`src/rtl/fetch_unit_pkg.sv`:
```
// fetch_unit_pkg
// Shared definitions for the instruction fetch stage: datapath width,
// instruction size, the canonical NOP encoding, the credit counter type
// used for buffer/outstanding bookkeeping and the buffer entry layout.
package fetch_unit_pkg;

    localparam int XLEN        = 32;
    localparam int INSTR_BYTES = 4;

    // addi x0, x0, 0 -- harmless filler for buffer slots that were never written
    localparam logic [XLEN-1:0] NOP_INSTR = 32'h0000_0013;

    // Wide enough for count + outstanding on any practical buffer depth
    localparam int CREDIT_W = 8;
    typedef logic [CREDIT_W-1:0] credit_t;

    typedef struct packed {
        logic [XLEN-1:0] pc;
        logic [XLEN-1:0] code;
    } fetch_entry_t;

    // Fetch addresses are always word aligned; low bits are simply dropped
    function automatic logic [XLEN-1:0] align_pc(input logic [XLEN-1:0] addr);
        return {addr[XLEN-1:2], 2'b00};
    endfunction

endpackage

```
`src/rtl/fetch_unit_buffer.sv`:
```
// fetch_buffer
// Circular FIFO of {pc, code} pairs sitting between instruction memory and
// the decoder. Read and write pointers wrap naturally because DEPTH is a
// power of two. Flush empties the FIFO in one cycle and wins over push/pop.
// Ports:
//   clk, rst     clock, asynchronous active-high reset
//   push         write push_entry at the tail
//   push_entry   {pc, code} to store
//   pop          drop the head entry
//   flush        discard all entries
//   head         entry at the read pointer (only meaningful when count != 0)
//   count        number of buffered entries (0..DEPTH)
module fetch_buffer
    import fetch_unit_pkg::*;
#(
    parameter int DEPTH = 2
) (
    input  logic         clk,
    input  logic         rst,
    input  logic         push,
    input  fetch_entry_t push_entry,
    input  logic         pop,
    input  logic         flush,
    output fetch_entry_t head,
    output credit_t      count
);

    localparam int PTR_W = (DEPTH > 1) ? $clog2(DEPTH) : 1;
    localparam logic [PTR_W-1:0] PTR_ONE = PTR_W'(1);

    fetch_entry_t     mem [DEPTH];
    logic [PTR_W-1:0] wr_ptr;
    logic [PTR_W-1:0] rd_ptr;

    assign head = mem[rd_ptr];

    always_ff @(posedge clk or posedge rst) begin
        if (rst) begin
            wr_ptr <= '0;
            rd_ptr <= '0;
            count  <= '0;
            for (int i = 0; i < DEPTH; i++) begin
                mem[i] <= '{pc: '0, code: NOP_INSTR};
            end
        end else if (flush) begin
            wr_ptr <= '0;
            rd_ptr <= '0;
            count  <= '0;
        end else begin
            if (push) begin
                mem[wr_ptr] <= push_entry;
                wr_ptr      <= wr_ptr + PTR_ONE;
            end
            if (pop) begin
                rd_ptr <= rd_ptr + PTR_ONE;
            end
            count <= count + credit_t'(push) - credit_t'(pop);
        end
    end

endmodule

```
`src/rtl/fetch_unit.sv`:
```
// fetch_unit
// Instruction fetch stage. Owns the program counter, issues in-order word
// fetches over a valid/ready request channel, tags each accepted request
// with its address, buffers returned words and hands {code, pc} pairs to
// the decoder. A redirect flushes the buffer and silently drops every
// response still in flight.
// Optional build macro: FETCH_MISALIGN_TRAP_EN -- a misaligned redirect
// raises a sticky fetch_fault and stalls fetching until an aligned redirect.
// Without it the low two bits of redirect_pc are ignored.
// Ports:
//   clk, rst                  clock, asynchronous active-high reset
//   imem_req_valid/ready/addr request channel to instruction memory
//   imem_resp_valid/data      in-order responses, never back-pressured
//   redirect_valid/pc         taken branch/jump, one cycle pulse
//   inst_valid/ready          handshake to the decoder
//   inst_code/inst_pc         instruction word and its address
//   fetch_fault               misaligned redirect trap (macro builds only)
module fetch_unit
    import fetch_unit_pkg::*;
#(
    parameter logic [XLEN-1:0] RESET_PC = 32'h0000_0000,
    parameter int              DEPTH    = 2
) (
    input  logic            clk,
    input  logic            rst,
    output logic            imem_req_valid,
    input  logic            imem_req_ready,
    output logic [XLEN-1:0] imem_req_addr,
    input  logic            imem_resp_valid,
    input  logic [XLEN-1:0] imem_resp_data,
    input  logic            redirect_valid,
    input  logic [XLEN-1:0] redirect_pc,
    output logic            inst_valid,
    input  logic            inst_ready,
    output logic [XLEN-1:0] inst_code,
    output logic [XLEN-1:0] inst_pc
`ifdef FETCH_MISALIGN_TRAP_EN
    ,
    output logic            fetch_fault
`endif
);

    localparam int TAG_PTR_W = (DEPTH > 1) ? $clog2(DEPTH) : 1;
    localparam logic [TAG_PTR_W-1:0] TAG_ONE = TAG_PTR_W'(1);

    logic [XLEN-1:0]      fetch_pc;
    credit_t              outstanding;
    credit_t              discard;
    credit_t              buf_count;
    logic                 req_fire;
    logic                 resp_live;
    logic                 req_block;
    fetch_entry_t         head;
    fetch_entry_t         last_entry;
    fetch_entry_t         push_entry;
    logic [XLEN-1:0]      tag_q [DEPTH];
    logic [TAG_PTR_W-1:0] tag_wr;
    logic [TAG_PTR_W-1:0] tag_rd;

    // Only request while every possible response still has a buffer slot
    // waiting for it; this is what makes buffer overflow impossible.
    always_comb begin
        imem_req_valid = !rst && !redirect_valid && !req_block &&
                         ((buf_count + outstanding) < credit_t'(DEPTH));
    end

    assign imem_req_addr = fetch_pc;
    assign req_fire      = imem_req_valid && imem_req_ready;
    // A response is kept only if nothing stale is still draining and no
    // redirect is flushing the buffer in the same cycle.
    assign resp_live     = imem_resp_valid && !redirect_valid && (discard == '0);
    assign push_entry    = '{pc: tag_q[tag_rd], code: imem_resp_data};

    always_ff @(posedge clk or posedge rst) begin
        if (rst) begin
            fetch_pc <= RESET_PC;
        end else if (redirect_valid) begin
            fetch_pc <= align_pc(redirect_pc);
        end else if (req_fire) begin
            fetch_pc <= fetch_pc + XLEN'(INSTR_BYTES);
        end
    end

    // Outstanding counts every request still owed a response, including
    // ones that will be discarded, so credit stays honest across redirects.
    always_ff @(posedge clk or posedge rst) begin
        if (rst) begin
            outstanding <= '0;
        end else begin
            outstanding <= outstanding + credit_t'(req_fire) - credit_t'(imem_resp_valid);
        end
    end

    // On redirect every response not arriving right now is stale.
    always_ff @(posedge clk or posedge rst) begin
        if (rst) begin
            discard <= '0;
        end else if (redirect_valid) begin
            discard <= outstanding - credit_t'(imem_resp_valid);
        end else if (imem_resp_valid && (discard != '0)) begin
            discard <= discard - credit_t'(1);
        end
    end

    // PC tags of live in-flight requests; stale ones are never popped,
    // so the queue is simply reset on redirect.
    always_ff @(posedge clk or posedge rst) begin
        if (rst) begin
            tag_wr <= '0;
            tag_rd <= '0;
            for (int i = 0; i < DEPTH; i++) begin
                tag_q[i] <= '0;
            end
        end else if (redirect_valid) begin
            tag_wr <= '0;
            tag_rd <= '0;
        end else begin
            if (req_fire) begin
                tag_q[tag_wr] <= fetch_pc;
                tag_wr        <= tag_wr + TAG_ONE;
            end
            if (resp_live) begin
                tag_rd <= tag_rd + TAG_ONE;
            end
        end
    end

    fetch_buffer #(
        .DEPTH(DEPTH)
    ) u_buffer (
        .clk        (clk),
        .rst        (rst),
        .push       (resp_live),
        .push_entry (push_entry),
        .pop        (inst_valid && inst_ready),
        .flush      (redirect_valid),
        .head       (head),
        .count      (buf_count)
    );

    // Remember the last presented pair so the decoder sees stable values
    // while the buffer is empty.
    always_ff @(posedge clk or posedge rst) begin
        if (rst) begin
            last_entry <= '0;
        end else if (buf_count != '0) begin
            last_entry <= head;
        end
    end

    assign inst_valid = (buf_count != '0);
    assign inst_code  = inst_valid ? head.code : last_entry.code;
    assign inst_pc    = inst_valid ? head.pc   : last_entry.pc;

`ifdef FETCH_MISALIGN_TRAP_EN
    logic fault_q;

    // Sticky until the next redirect, which re-evaluates alignment.
    always_ff @(posedge clk or posedge rst) begin
        if (rst) begin
            fault_q <= 1'b0;
        end else if (redirect_valid) begin
            fault_q <= (redirect_pc[1:0] != 2'b00);
        end
    end

    assign fetch_fault = fault_q;
    assign req_block   = fault_q;
`else
    assign req_block = 1'b0;
`endif

endmodule

```
`config.mk`:
```
export PLATFORM = sky130hd
export DESIGN_NAME = fetch_unit
export DESIGN_NICKNAME = d
export VERILOG_FILES = /design/src/rtl/fetch_unit_pkg.sv /design/src/rtl/fetch_unit_buffer.sv /design/src/rtl/fetch_unit.sv
export SDC_FILE = /design/constraint.sdc
export NUM_CORES = 1
export LEC_CHECK = 0
export ABC_AREA = 1
export CAP_MARGIN = 0
export CORE_MARGIN = 2
export CORE_UTILIZATION = 45
export DETAILED_ROUTE_END_ITERATION = 7
export PLACE_DENSITY = 0.66
export SKIP_CTS_REPAIR_TIMING = 1
export SLEW_MARGIN = 20
export SYNTH_ARGS = -nofsm -noshare
export SYNTH_HDL_FRONTEND = slang
export SYNTH_HIERARCHICAL = 1
export SYNTH_SLANG_ARGS = --single-unit
export TNS_END_PERCENT = 50
```
`constraint.sdc`:
```
create_clock -name clk -period 9.2 [get_ports clk]
set_input_delay 2.3 -clock clk [delete_from_list [all_inputs] [get_ports clk]]
set_output_delay 2.3 -clock clk [all_outputs]
set_load 0.02 [all_outputs]
```
==> results by group, run 1 <==
Worst setup path
  – CP Data Arrival Time: 4.46 ns
  – Req. time, crit path: 6.90 ns
  – Max Fanout on Critical Path: 50
  – Cell seen most often among critical-path stages: sky130_fd_sc_hd__buf_4
  – Critical-path top delay cell: sky130_fd_sc_hd__clkdlybuf4s50_1
  – Endpoint type of the worst setup path: output pin
  – Startpoint of the worst register-to-register path: outstanding[0]
  – Critical path class: in2out
  – Setup slack on the worst flop-to-flop path: 5.37 ns
  – Family of cells with the greatest summed delay on the critical path: buffers and inverters
  – Bufs and invs on worst path: 5
  – Cell breakdown of the critical path: buf_2, buf_4, clkinv_2, buf_4, nand2_1, nor2_1, nand3_1, nor2_2, and3_1, clkdlybuf4s50_1
  – Delay of the slowest cell on the worst path: 0.60 ns
  – Nature of the critical path startpoint: primary input
  – Reg2reg path depth: 19
  – Reg-to-reg critical path endpoint: outstanding[6]

Job
  – Max-cap violations: 0

STA
  – Final Hold Vio Count: 0
  – Transition at the pin with the smallest max-transition slack: 0.957 ns
  – Maximum clock rate: 0.148 GHz
  – Slew headroom: 0.361
  – Min Clock Period, post-route: 6.76 ns
  – Maximum clock skew at final layout: 0.0192 ns
  – Fin Setup TNS: 0 ns
  – RSZ-0062 raised after global routing: false
  – Count of pins over their slew limit: 0
  – Total of endpoints with negative setup slack in the final report: 0
  – Final period util: 0.735

Drt
  – DRC: 0
  – Routed metal-1 wirelength: 18300 um
  – Uppermost signal routing layer after detailed routing: met4
  – Total via count in the routed design: 12200
  – Metal2 WL: 15900 um
  – DR WL met3: 1790 um
  – Remaining number of nets flagged by the antenna check after routing: 0
  – Iteration-0 DRC Markers: 662
  – Routed wire length: 36600 um
  – Detailed-router iteration count before antenna repair: 5
  – Routed via count divided by cell count: 4.93
  – Post-DR wirelength/cell: 14.8 um

Synthesis
  – Mapped Avg Cell Area: 8.50 sq um
  – Fraction of the yosys area taken by sequential cells: 0.490
  – Fraction of post-synthesis cell area in the top cell type by area: 0.480
  – Post-synthesis cell type with the largest combined area: sky130_fd_sc_hd__dfrtp_1
  – Mapped cell area: 15800 sq um
  – Fraction of registers with async set/reset: 1.00
  – Number of enable-type register cells in the synthesized netlist: 0
  – Count of yosys warnings during synthesis: 6
  – Post-synthesis register bit count: 310
  – Synth area leaders: sky130_fd_sc_hd__dfrtp_1 (48%), sky130_fd_sc_hd__nand2_1 (17%), sky130_fd_sc_hd__o21ai_2 (6.2%)
  – Number of different library cells in the post-synthesis netlist: 49
  – Most frequently used flop master after synthesis: sky130_fd_sc_hd__dfrtp_1
  – Cells after synthesis: 1864

Global route
  – GRT Resource Usage Total: 0.204
  – Pin count of the biggest net entering global routing: 88
  – Global-route wire length before repair: 60700 um
  – Antenna violations before repair: 0
  – Via count of the first global-routing pass: 11900
  – Total gr overflow: 0

Final layout
  – Post-layout nets: 2095
  – Final non-filler cell total: 2473
  – Layout filler cell count: 3191
  – Diodes inserted: 0
  – Area added between synthesis and finish: 19.0%
  – Share of post-route cells with drive strength above 1: 0.137

Clocking
  – H-tree depth: 2
  – Clock slew at reported path FFs: 0.06 ns
  – Clock tree buffer depth: 3
  – Clock latency on the worst-skew pair: 0.52 ns
  – CTS tree: done
  – CTS Root Buffer Type: sky130_fd_sc_hd__clkbuf_16
  – Number of CTS-inserted buffers: 36
  – Number of clock sinks: 310

Floorplan
  – Die Y: 192 um
  – Row Count: 68
  – Top-Level Pins: 168
  – Area of the die: 36700 sq um
  – Initial core utilization: 0.457
  – Standard cell core area: 34600 sq um
  – Die width: 192 um

Min path
  – Path category of the worst min-delay check: reg2reg
  – Worst hold endpoint: tag_q[51]
  – Hold depth: 2
  – Min-delay src: tag_q[51]

Place
  – Final GP Congestion: 0.896
  – IO Port Bufs: 163
  – Hpwl dp: 23200 um
  – DP Cell Count: 2407

Outcome
  – Result of the run: finished, final reports clean

Power and ir drop
  – Leakage Power: 0.00956 uW
  – Areal power density over the cells: 239 nW/um^2
  – Highest ir drop seen on vdd: 0.000148 V
-- per-layer routing --
layer | GRT usage | up-vias
li1 | - | 6145
met1 | 0.304 | 5695
met2 | 0.313 | 311
met3 | 0.0298 | 40
met4 | 0.0462 | 0
met5 | 0 | -
-- kinds of logic (layout without fill, tap and decap cells) --
group	Yosys count	in the layout	synth area share
DFF	310	310	0.490
other	1	4	0.000237
muxes	64	64	0.0455
and+or+nand+nor	861	861	0.217
buffers and inverters	285	436	0.0879
AOI/OAI and AO/OA	289	289	0.120
xor gates and xnor gates	19	19	0.0105
adders and majority gates	35	35	0.0291
-- where the power goes --
| group | internal, uW | switching [uW] | total (uW) |
|---|---|---|---|
| registers | 1550 | 161 | 1710 |
| logic | 476 | 746 | 1220 |
| clock network | 1010 | 559 | 1570 |
-- sequential cells by signal (all words and copies together), names as in the netlist --
register and count:
outstanding 8, tag_wr 1, tag_q 60, discard 8, u_buffer/wr_ptr 1, tag_rd 1, last_entry 64, imem_req_addr 30
u_buffer/rd_ptr 1, u_buffer/count 8, u_buffer/mem 128
-- layout by cell type, fill, tap and decap left out, types with 2 or more instances in the layout --
cell and n:
sky130_fd_sc_hd__xnor2_1 6, sky130_fd_sc_hd__or2_2 3, sky130_fd_sc_hd__dfrtp_1 303, sky130_fd_sc_hd__nand3b_1 3, sky130_fd_sc_hd__xor2_1 13, sky130_fd_sc_hd__bufinv_16 5
sky130_fd_sc_hd__nor2_4 2, sky130_fd_sc_hd__o31ai_1 2, sky130_fd_sc_hd__inv_6 2, sky130_fd_sc_hd__nand4_1 6, sky130_fd_sc_hd__dfstp_2 6, sky130_fd_sc_hd__nor2_2 2
sky130_fd_sc_hd__nand2_2 2, sky130_fd_sc_hd__clkbuf_1 5, sky130_fd_sc_hd__and3_1 2, sky130_fd_sc_hd__clkbuf_8 14, sky130_fd_sc_hd__clkdlybuf4s50_1 162, sky130_fd_sc_hd__clkinv_2 4
sky130_fd_sc_hd__a31oi_1 4, sky130_fd_sc_hd__or4_1 2, sky130_fd_sc_hd__a21oi_1 36, sky130_fd_sc_hd__o21ai_1 13, sky130_fd_sc_hd__nand3_1 57, sky130_fd_sc_hd__o21ai_0 116
sky130_fd_sc_hd__fa_1 3, sky130_fd_sc_hd__mux2_2 64, sky130_fd_sc_hd__nor3_1 12, sky130_fd_sc_hd__inv_1 187, sky130_fd_sc_hd__a21boi_0 2, sky130_fd_sc_hd__clkbuf_16 38
sky130_fd_sc_hd__ha_1 32, sky130_fd_sc_hd__buf_4 12, sky130_fd_sc_hd__o21ai_2 112, sky130_fd_sc_hd__inv_2 4, sky130_fd_sc_hd__nor2_1 62, sky130_fd_sc_hd__conb_1 4
sky130_fd_sc_hd__nand2_1 702
-- Yosys cell counts (4+ instances only) --
cell type	n
sky130_fd_sc_hd__xnor2_1	6
sky130_fd_sc_hd__clkbuf_2	4
sky130_fd_sc_hd__inv_1	190
sky130_fd_sc_hd__o21ai_2	112
sky130_fd_sc_hd__nand3_1	57
sky130_fd_sc_hd__o21ai_0	116
sky130_fd_sc_hd__a21oi_1	36
sky130_fd_sc_hd__o21ai_1	13
sky130_fd_sc_hd__a31oi_1	4
sky130_fd_sc_hd__dfstp_2	6
sky130_fd_sc_hd__mux2_2	64
sky130_fd_sc_hd__buf_8	6
sky130_fd_sc_hd__buf_2	18
sky130_fd_sc_hd__nand2_1	703
sky130_fd_sc_hd__nor3_1	12
sky130_fd_sc_hd__dfrtp_1	304
sky130_fd_sc_hd__xor2_1	13
sky130_fd_sc_hd__clkbuf_1	27
sky130_fd_sc_hd__nor2_1	63
sky130_fd_sc_hd__nand4_1	6
sky130_fd_sc_hd__buf_6	23
sky130_fd_sc_hd__ha_1	32
sky130_fd_sc_hd__buf_4	10
-- through the flow --
stage / power, uW / setup WS, ns / cell area (sq um) / hold WS [ns] / util
floorplan: 2600 / 2.24 / 15800 / 0.442 / -
global placement: 2930 / 2.50 / 17500 / 0.455 / 0.505
detailed placement: 2960 / 2.46 / 17500 / 0.459 / 0.505
CTS: 4550 / 2.45 / 18800 / 0.473 / 0.544
global route: 4800 / 2.31 / 18800 / 0.489 / 0.544
finish: 4500 / 2.44 / 18800 / 0.467 / 0.544
-- worst register-to-register path, delay by kind of cell (launching register included) --
| family | cells | cell delay [ns] |
|---|---|---|
| AOI/OAI and AO/OA | 3 | 0.37 |
| xor gates and xnor gates | 1 | 0.14 |
| adders and majority gates | 4 | 1.46 |
| buffers and inverters | 2 | 0.14 |
| DFF | 1 | 0.40 |
| and+or+nand+nor | 9 | 1.25 |
-- how the worst max path moves through the flow --
stage | startpoint | end | slack (ns) | depth (start not counted)
3_3_place_gp | redirect_valid | imem_req_valid | 2.50 | 10
2_1_floorplan | rst | discard[0] | 2.24 | 1
5_1_grt | redirect_valid | imem_req_valid | 2.31 | 10
6_report | redirect_valid | imem_req_valid | 2.44 | 10
3_5_place_dp | redirect_valid | imem_req_valid | 2.46 | 10
4_1_cts | redirect_valid | imem_req_valid | 2.45 | 10
-- layout make-up --
| type | count | area, sq um | area share |
|---|---|---|---|
| Tap cell | 455 | 569 | 0.0302 |
| Clock inverter | 9 | 181 | 0.00963 |
| Timing Repair Buffer | 175 | 1720 | 0.0911 |
| Clock buffer | 57 | 1160 | 0.0617 |
| Inverter | 195 | 743 | 0.0394 |
| Multi-Input combinational cell | 1272 | 6710 | 0.356 |
| Sequential cell | 310 | 7770 | 0.412 |
(Power assumes the default switching activity.)
==> run 2, diff against run 1 <==
- clock period: 9.2 -> 6.9 ns (I/O delays scaled with it)
==> results by group, run 2 (same netlist as run 1, synthesis figures left out) <==
STA
  – Maximum clock rate: 0.187 GHz
  – Maximum clock skew at final layout: 0.0121 ns (was 0.0192 ns)
  – Total of endpoints with negative setup slack in the final report: 0 (unchanged)
  – RSZ-0062 raised after global routing: false (unchanged)
  – Slew headroom: 0.212 (was 0.361)
  – Final Hold Vio Count: 0 (unchanged)
  – Min Clock Period, post-route: 5.34 ns
  – Count of pins over their slew limit: 0 (unchanged)
  – Fin Setup TNS: 0 ns (unchanged)
  – Transition at the pin with the smallest max-transition slack: 1.18 ns (was 0.957 ns)
  – Final period util: 0.775

Clocking
  – Clock tree buffer depth: 3 (unchanged)
  – CTS tree: done (unchanged)
  – Clock latency on the worst-skew pair: 0.51 ns (was 0.52 ns)
  – CTS Root Buffer Type: sky130_fd_sc_hd__clkbuf_16 (unchanged)
  – H-tree depth: 2 (unchanged)
  – Number of clock sinks: 310 (unchanged)
  – Number of CTS-inserted buffers: 36 (unchanged)
  – Clock slew at reported path FFs: 0.06 ns (about the same)

Global route
  – Total gr overflow: 0 (unchanged)
  – Antenna violations before repair: 0 (unchanged)
  – GRT Resource Usage Total: 0.200 (was 0.204)
  – Global-route wire length before repair: 59800 um (was 60700 um)
  – Via count of the first global-routing pass: 11800 (was 11900)
  – Pin count of the biggest net entering global routing: 173 (was 88)

Final layout
  – Flip-flop count of the largest register after layout: 128 (unchanged)
  – Final non-filler cell total: 2471 (was 2473)
  – FF+latch area: 7770 sq um (unchanged)
  – Registers with the most flip-flops: u_buffer/mem x128, last_entry x64, tag_q x60 (unchanged)
  – Diodes inserted: 0 (unchanged)
  – Most common cell after layout, fill and taps aside: sky130_fd_sc_hd__nand2_1 (unchanged)
  – Commonest non-fill, non-tap cells in the layout: sky130_fd_sc_hd__nand2_1 (702), sky130_fd_sc_hd__dfrtp_1 (303), sky130_fd_sc_hd__inv_1 (187) (unchanged)
  – Multi-input logic area: 6710 sq um (unchanged)
  – Register containing the most flip-flops in the final layout: u_buffer/mem (unchanged)
  – Post-layout nets: 2096 (was 2095)
  – Share of post-route cells with drive strength above 1: 0.136 (was 0.137)
  – Layout filler cell count: 3261 (was 3191)
  – Area added between synthesis and finish: 18.4% (was 19.0%)

Worst setup path
  – Max Fanout on Critical Path: 3 (was 50)
  – Nature of the critical path startpoint: primary input (unchanged)
  – Cell breakdown of the critical path: clkdlybuf4s50_1, nor2_1, nand2_1, nor2_1, nand3_1, nor2_2, and3_1, clkdlybuf4s50_1 (was buf_2, buf_4, clkinv_2, buf_4, nand2_1, nor2_1, nand3_1, nor2_2, and3_1, clkdlybuf4s50_1)
  – Delay of the slowest cell on the worst path: 0.60 ns (about the same)
  – Critical-path top delay cell: sky130_fd_sc_hd__clkdlybuf4s50_1 (unchanged)
  – CP Data Arrival Time: 3.62 ns (was 4.46 ns)
  – Req. time, crit path: 5.18 ns (was 6.90 ns)
  – Critical path class: in2out (unchanged)
  – Reg2reg path depth: 19 (unchanged)
  – Endpoint type of the worst setup path: output pin (unchanged)

Floorplan
  – Initial core utilization: 0.457 (unchanged)
  – Area of the die: 36700 sq um (unchanged)
  – Top-Level Pins: 168 (unchanged)
  – Die width: 192 um (unchanged)
  – Standard cell core area: 34600 sq um (unchanged)
  – Row Count: 68 (unchanged)
  – Die Y: 192 um (unchanged)

Drt
  – Post-DR wirelength/cell: 14.6 um (was 14.8 um)
  – DRC: 0 (unchanged)
  – Routed via count divided by cell count: 4.92 (was 4.93)
  – Iteration-0 DRC Markers: 652 (was 662)
  – Remaining number of nets flagged by the antenna check after routing: 0 (unchanged)
  – Detailed-router iteration count before antenna repair: 5 (unchanged)
  – Total via count in the routed design: 12200 (about the same)
  – Routed wire length: 36000 um (was 36600 um)

Place
  – Final GP Congestion: 0.862 (was 0.896)
  – IO Port Bufs: 163 (unchanged)
  – DP Cell Count: 2408 (was 2407)
  – Hpwl dp: 23100 um (was 23200 um)

Outcome
  – Result of the run: finished, final reports clean (unchanged)

Job
  – Max-cap violations: 0 (unchanged)

Min path
  – Hold depth: 2 (unchanged)
  – Path category of the worst min-delay check: reg2reg (unchanged)

Power and ir drop
  – Highest ir drop seen on vdd: 0.000184 V (was 0.000148 V)
  – Leakage Power: 0.00951 uW (was 0.00956 uW)
  – Areal power density over the cells: 313 nW/um^2 (was 239 nW/um^2)
==> run 2: metal layers <==
metal | global-route usage | vias to the layer above | part of all wire
li1 | - | 6140 | -
met1 | 0.287 | 5659 | 0.49
met2 | 0.320 | 321 | 0.44
met3 | 0.0318 | 39 | 0.056
met4 | 0.0450 | 0 | 0.015
met5 | 0 | - | 0
==> run 2: path summary, 6_finish.rpt <==
path	startpoint	endpoint	slack, ns
worst max-delay path	rst	imem_req_valid	1.56
worst min-delay path	tag_q[57]	tag_q[57]	0.47
worst max register to register	outstanding[0]	outstanding[6]	3.16
worst min register to register	tag_q[57]	tag_q[57]	0.47
max in group asynchronous	rst	u_buffer/mem[56]	3.88
min in group asynchronous	rst	last_entry[60]	1.85
==> run 2: layout make-up <==
cell class	instances	share of cell area
multi-input cells	1272	0.358
flip-flops and latches	310	0.414
well taps	455	0.0304
repair buffers	176	0.0926
clock inverters	11	0.00854
inverters	195	0.0396
clock buffers	52	0.0572
==> run 2: stage by stage <==
stage | total power (uW) | hold WS [ns] | setup slack (ns) | utilization | area, sq um
floorplan | 3460 | 0.442 | 0.515 | - | 15800
global placement | 3910 | 0.454 | 1.53 | 0.506 | 17500
detailed placement | 3950 | 0.458 | 1.55 | 0.506 | 17500
CTS | 5940 | 0.473 | 1.55 | 0.542 | 18800
global route | 6260 | 0.488 | 1.47 | 0.542 | 18800
finish | 5880 | 0.469 | 1.56 | 0.542 | 18800
==> run 2: power by group <==
part / total (uW) / switching (uW) / internal [uW] / leakage [uW]
combinational: 1630 / 987 / 638 / 0.00480
clock: 1960 / 733 / 1230 / 0.000604
sequential: 2290 / 225 / 2070 / 0.00410
==> run 2: critical path, delay by kind of cell <==
| family | cells | cell delay [ns] |
|---|---|---|
| AND/OR/NAND/NOR | 6 | 0.73 |
| buffers and inverters | 2 | 1.16 |
